File: config.mk
export PLATFORM = sky130hd
export DESIGN_NAME = rotate_feed_stage
export DESIGN_NICKNAME = d
export VERILOG_FILES = /design/src/rtl/rotate_feed_stage.sv
export SDC_FILE = /design/constraint.sdc
export NUM_CORES = 1
export LEC_CHECK = 0
export CORE_MARGIN = 8
export CORE_UTILIZATION = 51
export CTS_CLUSTER_DIAMETER = 100
export CTS_CLUSTER_SIZE = 16
export DETAILED_ROUTE_END_ITERATION = 6
export PLACE_DENSITY = 0.78
export REMOVE_ABC_BUFFERS = 1
export SLEW_MARGIN = 20
export SYNTH_ARGS = -nofsm -noshare
export SYNTH_HDL_FRONTEND = slang
export SYNTH_SLANG_ARGS = --single-unit
File: constraint.sdc
create_clock -name clk -period 2.7 [get_ports clk]
set_input_delay 0.81 -clock clk [delete_from_list [all_inputs] [get_ports clk]]
set_output_delay 0.81 -clock clk [all_outputs]
set_load 0.02 [all_outputs]
File: src/rtl/rotate_feed_stage.sv
// Purpose: queues rotate requests in a DEPTH-entry FIFO and feeds the head entry to an external right-rotator.
// Latency: a request taken into an empty FIFO shows up on out_data one edge after it is accepted.
// Backpressure: a stalled output freezes the FIFO head; in_ready drops once count reaches DEPTH.
module rotate_feed_stage #(
    parameter int DEPTH = 4
) (
    input  logic                     clk,
    input  logic                     rst_n,
    input  logic                     in_valid,
    output logic                     in_ready,
    input  logic [7:0]               in_data,
    input  logic [2:0]               in_amt,
    input  logic                     in_dir,
    output logic [7:0]               rot_data,
    output logic [2:0]               rot_amt,
    input  logic [7:0]               rot_result,
    output logic                     out_valid,
    input  logic                     out_ready,
    output logic [7:0]               out_data,
    output logic [$clog2(DEPTH):0]   count
);

    localparam int AW = $clog2(DEPTH);
    localparam logic [AW:0] FULL_CNT = (AW+1)'(DEPTH);
    localparam logic [AW:0] ONE_CNT  = (AW+1)'(1);

    // Each entry holds {dir, amt, data}.
    logic [11:0]   mem [DEPTH];
    logic [AW-1:0] wr_ptr;
    logic [AW-1:0] rd_ptr;
    logic          push;
    logic          pop;
    logic          fifo_empty;
    logic [11:0]   head;

    assign fifo_empty = (count == '0);
    // in_ready looks only at the registered count, so a pop in the same cycle does not reopen a full FIFO.
    assign in_ready   = (count < FULL_CNT);
    assign push       = in_valid && in_ready;
    assign pop        = !fifo_empty && (!out_valid || out_ready);
    assign head       = mem[rd_ptr];

    // Drive the head entry to the rotator; a left rotate by n is a right rotate by (8 - n) mod 8.
    always_comb begin
        rot_data = 8'h00;
        rot_amt  = 3'd0;
        if (!fifo_empty) begin
            rot_data = head[7:0];
            rot_amt  = head[11] ? (3'd0 - head[10:8]) : head[10:8];
        end
    end

    // Storage array is not reset: stale entries are unreachable once the pointers and count clear.
    always_ff @(posedge clk) begin
        if (push) begin
            mem[wr_ptr] <= {in_dir, in_amt, in_data};
        end
    end

    // Pointers wrap naturally at DEPTH; occupancy tracks push minus pop.
    always_ff @(posedge clk or negedge rst_n) begin
        if (!rst_n) begin
            wr_ptr <= '0;
            rd_ptr <= '0;
            count  <= '0;
        end else begin
            if (push) begin
                wr_ptr <= wr_ptr + 1'b1;
            end
            if (pop) begin
                rd_ptr <= rd_ptr + 1'b1;
            end
            case ({push, pop})
                2'b10:   count <= count + ONE_CNT;
                2'b01:   count <= count - ONE_CNT;
                default: count <= count;
            endcase
        end
    end

    // Output register captures the rotator result on pop, otherwise empties when the consumer takes it.
    always_ff @(posedge clk or negedge rst_n) begin
        if (!rst_n) begin
            out_valid <= 1'b0;
            out_data  <= 8'h00;
        end else if (pop) begin
            out_valid <= 1'b1;
            out_data  <= rot_result;
        end else if (out_valid && out_ready) begin
            out_valid <= 1'b0;
        end
    end

endmodule

# [Word level (Yosys, flattened, before mapping)]
# Memory sizes are Yosys's and may differ from the RTL's.
# Cells that the tools add are included.
[word_totals] reg_bits=16 mem_bits_rw=48 inputBits=24 output_inout_bits=24 elab_cells=31 n_memories=1
[classes] addsub=5 order_cmp=1 eq_ne=2 n_mux=8 n_reduce_logical=9
[mem_list] memory="mem" depth=4 word_bits=12 read_ports=1 rd_ports_with_merged_regs=0 write_ports=1 line="28" rtl="logic [11:0] mem [DEPTH];"
[op_table] cell="$mux 8" count=1
[op_table] cell="$mux 3" count=2
[op_table] cell="$pmux 3 s2" count=1
[op_table] cell="$add 2x1->2 const B" count=2
[op_table] cell="$mux 1" count=4
[op_table] cell="$reduce_bool 2->1" count=2
[op_table] cell="$add 3x1->3 const B" count=1
[op_table] cell="$logic_and 1x1->1" count=3
[op_table] cell="$logic_not 3->1" count=1
[op_table] cell="$lt 3x3->1 const B" count=1
[op_table] cell="$sub 1x3->3 const A" count=1
[op_table] cell="$sub 3x1->3 const B" count=1
[op_table] cell="$eq 2x1->1 const B" count=1
[op_table] cell="$eq 2x2->1 const B" count=1
[op_table] cell="$logic_not 1->1" count=2
[op_table] cell="$logic_or 1x1->1" count=1

# [Logic depth before layout (Yosys ltp)]
# Gate-level depths: netlist of the first run.
[logic_depth] word_depth=5 mapped_depth=9 ltp_nobuf=8

# [Least setup slack after synthesis of the first run]
# OpenSTA, ideal clock, no wires.
[synth_path] path_kind="register to output" from="register rd_ptr[0]" to="output port rot_amt[2]" t_arrival_ps=1997 required_ps=1890 path_slack_ps=-107 stages_incl_launch_ff=9 path_buffers=2 path_cell_list="dfrtp_1 > buf_6 > buf_2 > mux4_2 > inv_1 > ha_1 > inv_1 > a21bo_2 > a21oi_1"
[synth_between] elab_chain_cells=4
[synth_lines] element="start, declared" line="30" rtl="logic [AW-1:0] rd_ptr;"
[synth_lines] element="start signal, assigned" line="71" rtl="rd_ptr <= rd_ptr + 1'b1;"
[synth_lines] element="$mem_v2 4x12 *"
[synth_lines] element="$sub 1x3->3" line="49" rtl="rot_amt = head[11] ? (3'd0 - head[10:8]) : head[10:8];"
[synth_lines] element="$mux 3 *" line="49"
[synth_lines] element="$mux 3 *" line="47" rtl="if (!fifo_empty) begin"
[synth_lines] element="end, declared" line="15" rtl="output logic [2:0] rot_amt,"
# Mark *: on every way between the ends. The rest lies on a longest branch, timed or not.

# [Worst setup path in the final report of the first run]
# Ends and elaborated chain as after synthesis.

==> results of run 1 <==
-- kinds of logic (layout without fill, tap and decap cells) --
kind of cell,after synthesis,in the layout,share of synthesized area
AOI/OAI and AO/OA,3,3,0.007689
xor gates and xnor gates,6,6,0.02020
adders and majority gates,7,7,0.03654
buffers and inverters,16,88,0.02692
DFF,64,64,0.7077
muxes,22,22,0.1490
and+or+nand+nor,23,23,0.05192
-- critical path, delay by kind of cell (launching register included) --
| family | cells | cell delay (ns) |
|---|---|---|
| AO/OA/AOI/OAI | 1 | 0.13 |
| AND/OR/NAND/NOR | 1 | 0.37 |
| buffers and inverters | 2 | 0.19 |
| adder cells (fa/ha/maj) | 1 | 0.15 |
| flip-flops | 1 | 0.47 |
| multiplexers | 1 | 0.37 |
-- layout by cell type, fill, tap and decap left out, types with 2 or more instances in the layout --
cell / netlist / routed
dfrtp_1: 16 / 15
clkbuf_8: 0 / 9
inv_2: 0 / 3
mux4_2: 10 / 10
mux2_2: 8 / 8
xor2_1: 3 / 3
nor2b_1: 10 / 10
dlygate4sd2_1: 0 / 8
inv_1: 10 / 7
clkinv_2: 0 / 4
xnor2_1: 3 / 3
nor2_1: 3 / 3
buf_4: 0 / 16
nand2_1: 2 / 2
clkbuf_1: 2 / 2
mux4_1: 2 / 2
ha_1: 6 / 5
clkdlybuf4s50_1: 0 / 36
mux2i_1: 2 / 2
edfxtp_1: 48 / 48
and2_1: 4 / 4
-- per-stage QoR --
stage / power, mW / cell area (um2) / std cells / util
finish: 3.735 / 3405 / 283 / 0.6796
global route: 3.940 / 3405 / 283 / 0.6796
CTS: 3.761 / 3405 / 283 / 0.6796
detailed placement: 3.155 / 3246 / 267 / 0.6479
global placement: 3.079 / 3246 / 267 / 0.6479
floorplan: 2.357 / 2570 / 135 / -
-- registers in the layout, summed over array words and instances (netlist names) --
| name | flops |
|---|---|
| rd_ptr | 2 |
| out_data | 8 |
| mem | 48 |
| count | 3 |
| out_valid | 1 |
| wr_ptr | 2 |
-- power breakdown --
| part | internal (mW) | total [mW] | leakage, nW | switching, mW |
|---|---|---|---|---|
| sequential | 1.28 | 1.40 | 0.619 | 0.122 |
| combinational | 0.837 | 1.68 | 0.590 | 0.843 |
| clock | 0.324 | 0.652 | 0.0843 | 0.329 |
| total | 2.44 | 3.73 | 1.29 | 1.29 |
-- metal layers --
layer / wire [um] / track usage / vias up
met5: 0 / 0 / -
met4: 59 / 0.07031 / 0
met3: 232 / 0.04245 / 8
met2: 2685 / 0.2445 / 33
met1: 2004 / 0.1608 / 711
li1: - / - / 655
-- final timing paths --
check                       startpoint           to  slack, ns  depth (start not counted)
hold reg to reg            out_data[1]  out_data[1]       0.51                          1
min in group asynchronous        rst_n  out_data[3]       0.92                          1
hold / removal             out_data[1]  out_data[1]       0.51                          1
max in group asynchronous        rst_n    rd_ptr[0]       1.27                          1
setup / recovery             rd_ptr[0]   rot_amt[2]      -0.12                          6
setup reg to reg              count[0]     count[2]       0.74                          9
-- repair_timing --
action / 4_1_cts / 5_1_grt
resized for setup: 27 / 3
cloned: 0 / 0
pin swaps: 2 / 3
endpoints found under the setup margin: 11 / 10
-- area by class of cell --
type / instances / area (um2)
Sequential cell: 64 / 1843
Fill cell: 379 / 1605
Multi-Input combinational cell: 61 / 714.4
Timing Repair Buffer: 62 / 566.8
Clock buffer: 11 / 131.4
Tap cell: 70 / 87.58
Inverter: 10 / 37.54
Clock inverter: 5 / 23.77
==> results.yml, run 1 <==
route:
  drtAntennaViolNets: 0
  drtPass1Iterations: 4
  vias: 1407
  detail_route.vias_per_cell: 4.972
  totalWireLength_mm: 4.981
  drc: 0
  first_iter_violations: 88
  wl_per_cell_um: 17.60
sta:
  holdWs_ns: 0.5054
  finalClockSkew_ns: 0.003805
  period_minus_slack_ns: 2.818
  finalHoldViolCount: 0
  setup_tns_ns: -0.6843
  rsz0062_at_grt: "true"
  finalSetupViolCount: 9
  maxSlewHeadroom: 0.5042
  worst_pin_slew_ns: 0.7414
  fmax_mhz: 354.8
  fin_ws_ns: -0.1182
  fin_crit_sh: 1.044
  drv_slew: 0
floorplan:
  die_height_um: 87.44
  die_area_um2: 7645
  core-area_um2: 5010
  initial_core_util: 0.5195
  ioPinCount: 48
  rows: 26
  die_w_um: 87.44
yosys:
  synthArstFlopShare: 0.2500
  syn_avg_cell_area_um2: 18.46
  synth-main-ff-cell: "edfxtp_1"
  syn_inst: 141
  ys_types: 26
  synth_seq_cells: 64
  synth_top_area_frac: 0.5538
  yosysSeqAreaShare: 0.7077
  synthTopCellsByCount: "edfxtp_1, dfrtp_1, inv_1, mux4_2, nor2b_1"
  yosysWarningCount: 0
  yosysMostFrequentCell: "edfxtp_1"
  yosys.area.top_type: "edfxtp_1"
  netlist_top_cells_area: "edfxtp_1, dfrtp_1, mux4_2"
  syn_area_um2: 2602
  synth-edff-count: 48
place:
  dpl.hpwl_mm: 3.638
  port_buffers: 47
  post-place-ws_ns: -0.3589
  globalplace.congestion: 0.7143
clock_tree:
  cts_buffer_depth: 2
  cts_hold_buf: 0
  root_buffer: "clkbuf_8"
  cts-buffers-inserted: 9
  clock_latency_ns: 0.32
  htreeDepth: 3
  cts_tree: "built"
  cts_num_sinks: 64
  post-cts-setup-buffers: 0
  clk_pin_slew_ns: 0.07
setup_path:
  crit_path_top_delay_cell: "dfrtp_2"
  arrival_ns: 2.01
  cp_data_required_time_ns: 1.89
  crit_type: "reg -> out"
  cp-end-kind: "primary output"
  worst-path-max-fanout: 6
  cp-start-kind: "register"
  worstPathCellList: "mux4_2, inv_2, ha_4, or3b_4, a21oi_2, buf_4"
  critical-path-max-stage-delay_ns: 0.47
worst_hold_path:
  hp-class: "reg -> reg"
grt:
  overflow: 0
  grt_max_degree: 17
  track_usage: 0.1440
  grt_first_pass_wirelength_mm: 7.976
  first_global_vias: 1546
  antenna_found_initial: 0
outcome:
  violations: "negative setup slack"
  outcome: "complete, but fails checks"
run:
  cap_viol_max_count: 0
final_layout:
  drive_gt1_frac: 0.2723
  nNetsFinal: 239
  syn_to_final_growth_pct: 30.82
  num_antenna_cells: 0
pwr:
  vdd_drop_max_mv: 0.5999
  power.leakage_nw: 1.293
  powerDensity_nw_per_um2: 1097
(Power assumes the default switching activity.)
==> run 2, diff against run 1 <==
--- a/config.mk
+++ b/config.mk
@@ -6,11 +6,11 @@
 export NUM_CORES = 1
 export LEC_CHECK = 0
 export CORE_MARGIN = 8
-export CORE_UTILIZATION = 51
+export CORE_UTILIZATION = 46
 export CTS_CLUSTER_DIAMETER = 100
 export CTS_CLUSTER_SIZE = 16
 export DETAILED_ROUTE_END_ITERATION = 6
-export PLACE_DENSITY = 0.78
+export PLACE_DENSITY = 0.74
 export REMOVE_ABC_BUFFERS = 1
 export SLEW_MARGIN = 20
 export SYNTH_ARGS = -nofsm -noshare
==> constraint.sdc (replaced) <==
create_clock -name clk -period 2.3 [get_ports clk]
set_input_delay 0.69 -clock clk [delete_from_list [all_inputs] [get_ports clk]]
set_output_delay 0.69 -clock clk [all_outputs]
set_load 0.02 [all_outputs]
==> results.yml, run 2 (synthesized netlist as in run 1, its figures left out) <==
place:
  port_buffers: 47
  dp_cells: 273
  globalplace.congestion: 0.6986
  placed_area_um2: 3278
  dpl.hpwl_mm: 3.899
setup_path:
  r2r_end: "count[2]"
  arrival_ns: 2.02
  startpoint: "rd_ptr[0]"
  r2r-start: "count[0]"
  cp-start-kind: "register"
  crit_type: "reg -> out"
  worst-path-max-fanout: 5
  cp_data_required_time_ns: 1.61
  r2r_slack_ns: 0.43
  cp-end-kind: "primary output"
  r2r_cells: 9
sta:
  fmax_mhz: 369.1
  drv_slew: 0
  worst_pin_slew_ns: 0.2462
  rsz0062_at_grt: "true"
  maxSlewHeadroom: 0.8353
  finalHoldViolCount: 0
  period_minus_slack_ns: 2.709
  finalClockSkew_ns: 0.006482
  fin_ws_ns: -0.4092
  finalSetupViolCount: 11
  fin_crit_sh: 1.178
route:
  wl_per_cell_um: 18.01
  vias: 1427
  totalWireLength_mm: 5.240
  first_iter_violations: 81
  drc: 0
  drtAntennaViolNets: 0
  drtPass1Iterations: 4
  detail_route.vias_per_cell: 4.904
final_layout:
  finish.instance_area_um2: 3507
  syn_to_final_growth_pct: 34.76
  num_antenna_cells: 0
  n_fill_cell: 401
  top_regs: "mem: 48 flops, out_data: 8 flops, count: 3 flops"
  final_cells: 291
  drive_gt1_frac: 0.3288
  final-seq-area_um2: 1843
  layout_common_cells: "edfxtp_1, clkdlybuf4s50_1, buf_4"
  multi_input_area_um2: 735.7
  largest_reg_flops: 48
  final_common_cell: "edfxtp_1"
  nNetsFinal: 245
  top_register: "mem"
clock_tree:
  cts-buffers-inserted: 9
  clock_latency_ns: 0.34
  root_buffer: "clkbuf_8"
  cts_num_sinks: 64
  htreeDepth: 3
  clk_pin_slew_ns: 0.06
  cts_tree: "built"
  cts_buffer_depth: 2
outcome:
  violations: "negative setup slack"
  outcome: "complete, but fails checks"
grt:
  met3_usage: 0.03951
  grt_max_degree: 17
  first_global_vias: 1718
  gr-usage-met1: 0.1357
  track_usage: 0.1414
  grt_most_used_layer: "met2"
  grt_use_met2: 0.2636
  antenna_found_initial: 0
  grt_first_pass_wirelength_mm: 8.811
  overflow: 0
pwr:
  power.leakage_nw: 1.346
  vdd_drop_max_mv: 0.5886
  powerDensity_nw_per_um2: 1324
floorplan:
  die_height_um: 91.22
  die_area_um2: 8320
  core-area_um2: 5473
  ioPinCount: 48
  initial_core_util: 0.4755
  die_w_um: 91.22
  rows: 27
worst_hold_path:
  hp-class: "reg -> reg"
  whs_endpoint: "out_data[5]"
  min-delay-start: "out_data[5]"
  hold_depth: 1
run:
  cap_viol_max_count: 0
[run 2: cell types whose count changed in the layout (fill, tap and decap cells not counted), sizes merged]
cell,delta
buf,+12
bufinv,+1
clkbuf,+1
clkinv,-3
dlygate4sd2,-5
[run 2: worst max path at each step]
stage | endpoint | slack [ns]
finish | rot_amt[2] | -0.41
global route | rot_amt[2] | -0.51
CTS | rot_amt[2] | -0.44
detailed placement | rot_amt[2] | -0.66
global placement | rot_amt[2] | -0.58
floorplan | rot_amt[2] | -0.47
[run 2: area by class of cell]
type | count | area share
Sequential cell | 64 | 0.5255
Timing Repair Buffer | 68 | 0.1716
Clock buffer | 13 | 0.04531
Multi-Input combinational cell | 61 | 0.2098
Clock inverter | 3 | 0.01142
Tap cell | 72 | 0.02569
Inverter | 10 | 0.01070
[run 2: report_power, final]
group / total, mW / internal, mW / switching, mW
logic: 2.05 / 1.04 / 1.00
clock network: 0.956 / 0.557 / 0.399
registers: 1.64 / 1.50 / 0.139
[run 2: critical path, cell delays in order (launching register included)]
cell and delay, ns:
dfrtp_2 0.46, mux4_2 0.38, inv_2 0.05, ha_4 0.15
or3b_1 0.38, a21oi_2 0.14, buf_6 0.13
[run 2: repair_timing]
| item | in CTS | in global routing |
|---|---|---|
| gates resized for setup | 47 | 7 |
| setup buffers | 2 | 1 |
| hold buffers | 0 | 0 |
| pin swaps | 3 | 3 |
| setup endpoints to repair | 11 | 12 |
[run 2: metal layers]
metal | routed length, um | part of all wire
met1 | 1924 | 0.37
met2 | 3032 | 0.58
met3 | 166 | 0.032
met4 | 116 | 0.022
met5 | 0 | 0
[run 2: stage by stage]
step | TNS, ns | total power, mW | utilization | hold slack (ns) | setup WS (ns)
finish | -3.026 | 4.643 | 0.6408 | 0.5047 | -0.4092
global route | -4.037 | 4.917 | 0.6408 | 0.5265 | -0.5083
CTS | -3.584 | 4.667 | 0.6365 | 0.5103 | -0.4388
detailed placement | -4.282 | 3.724 | 0.5990 | 0.4957 | -0.6579
global placement | -3.734 | 3.655 | 0.5990 | 0.4891 | -0.5768
floorplan | -1.319 | 2.767 | - | 0.3944 | -0.4661
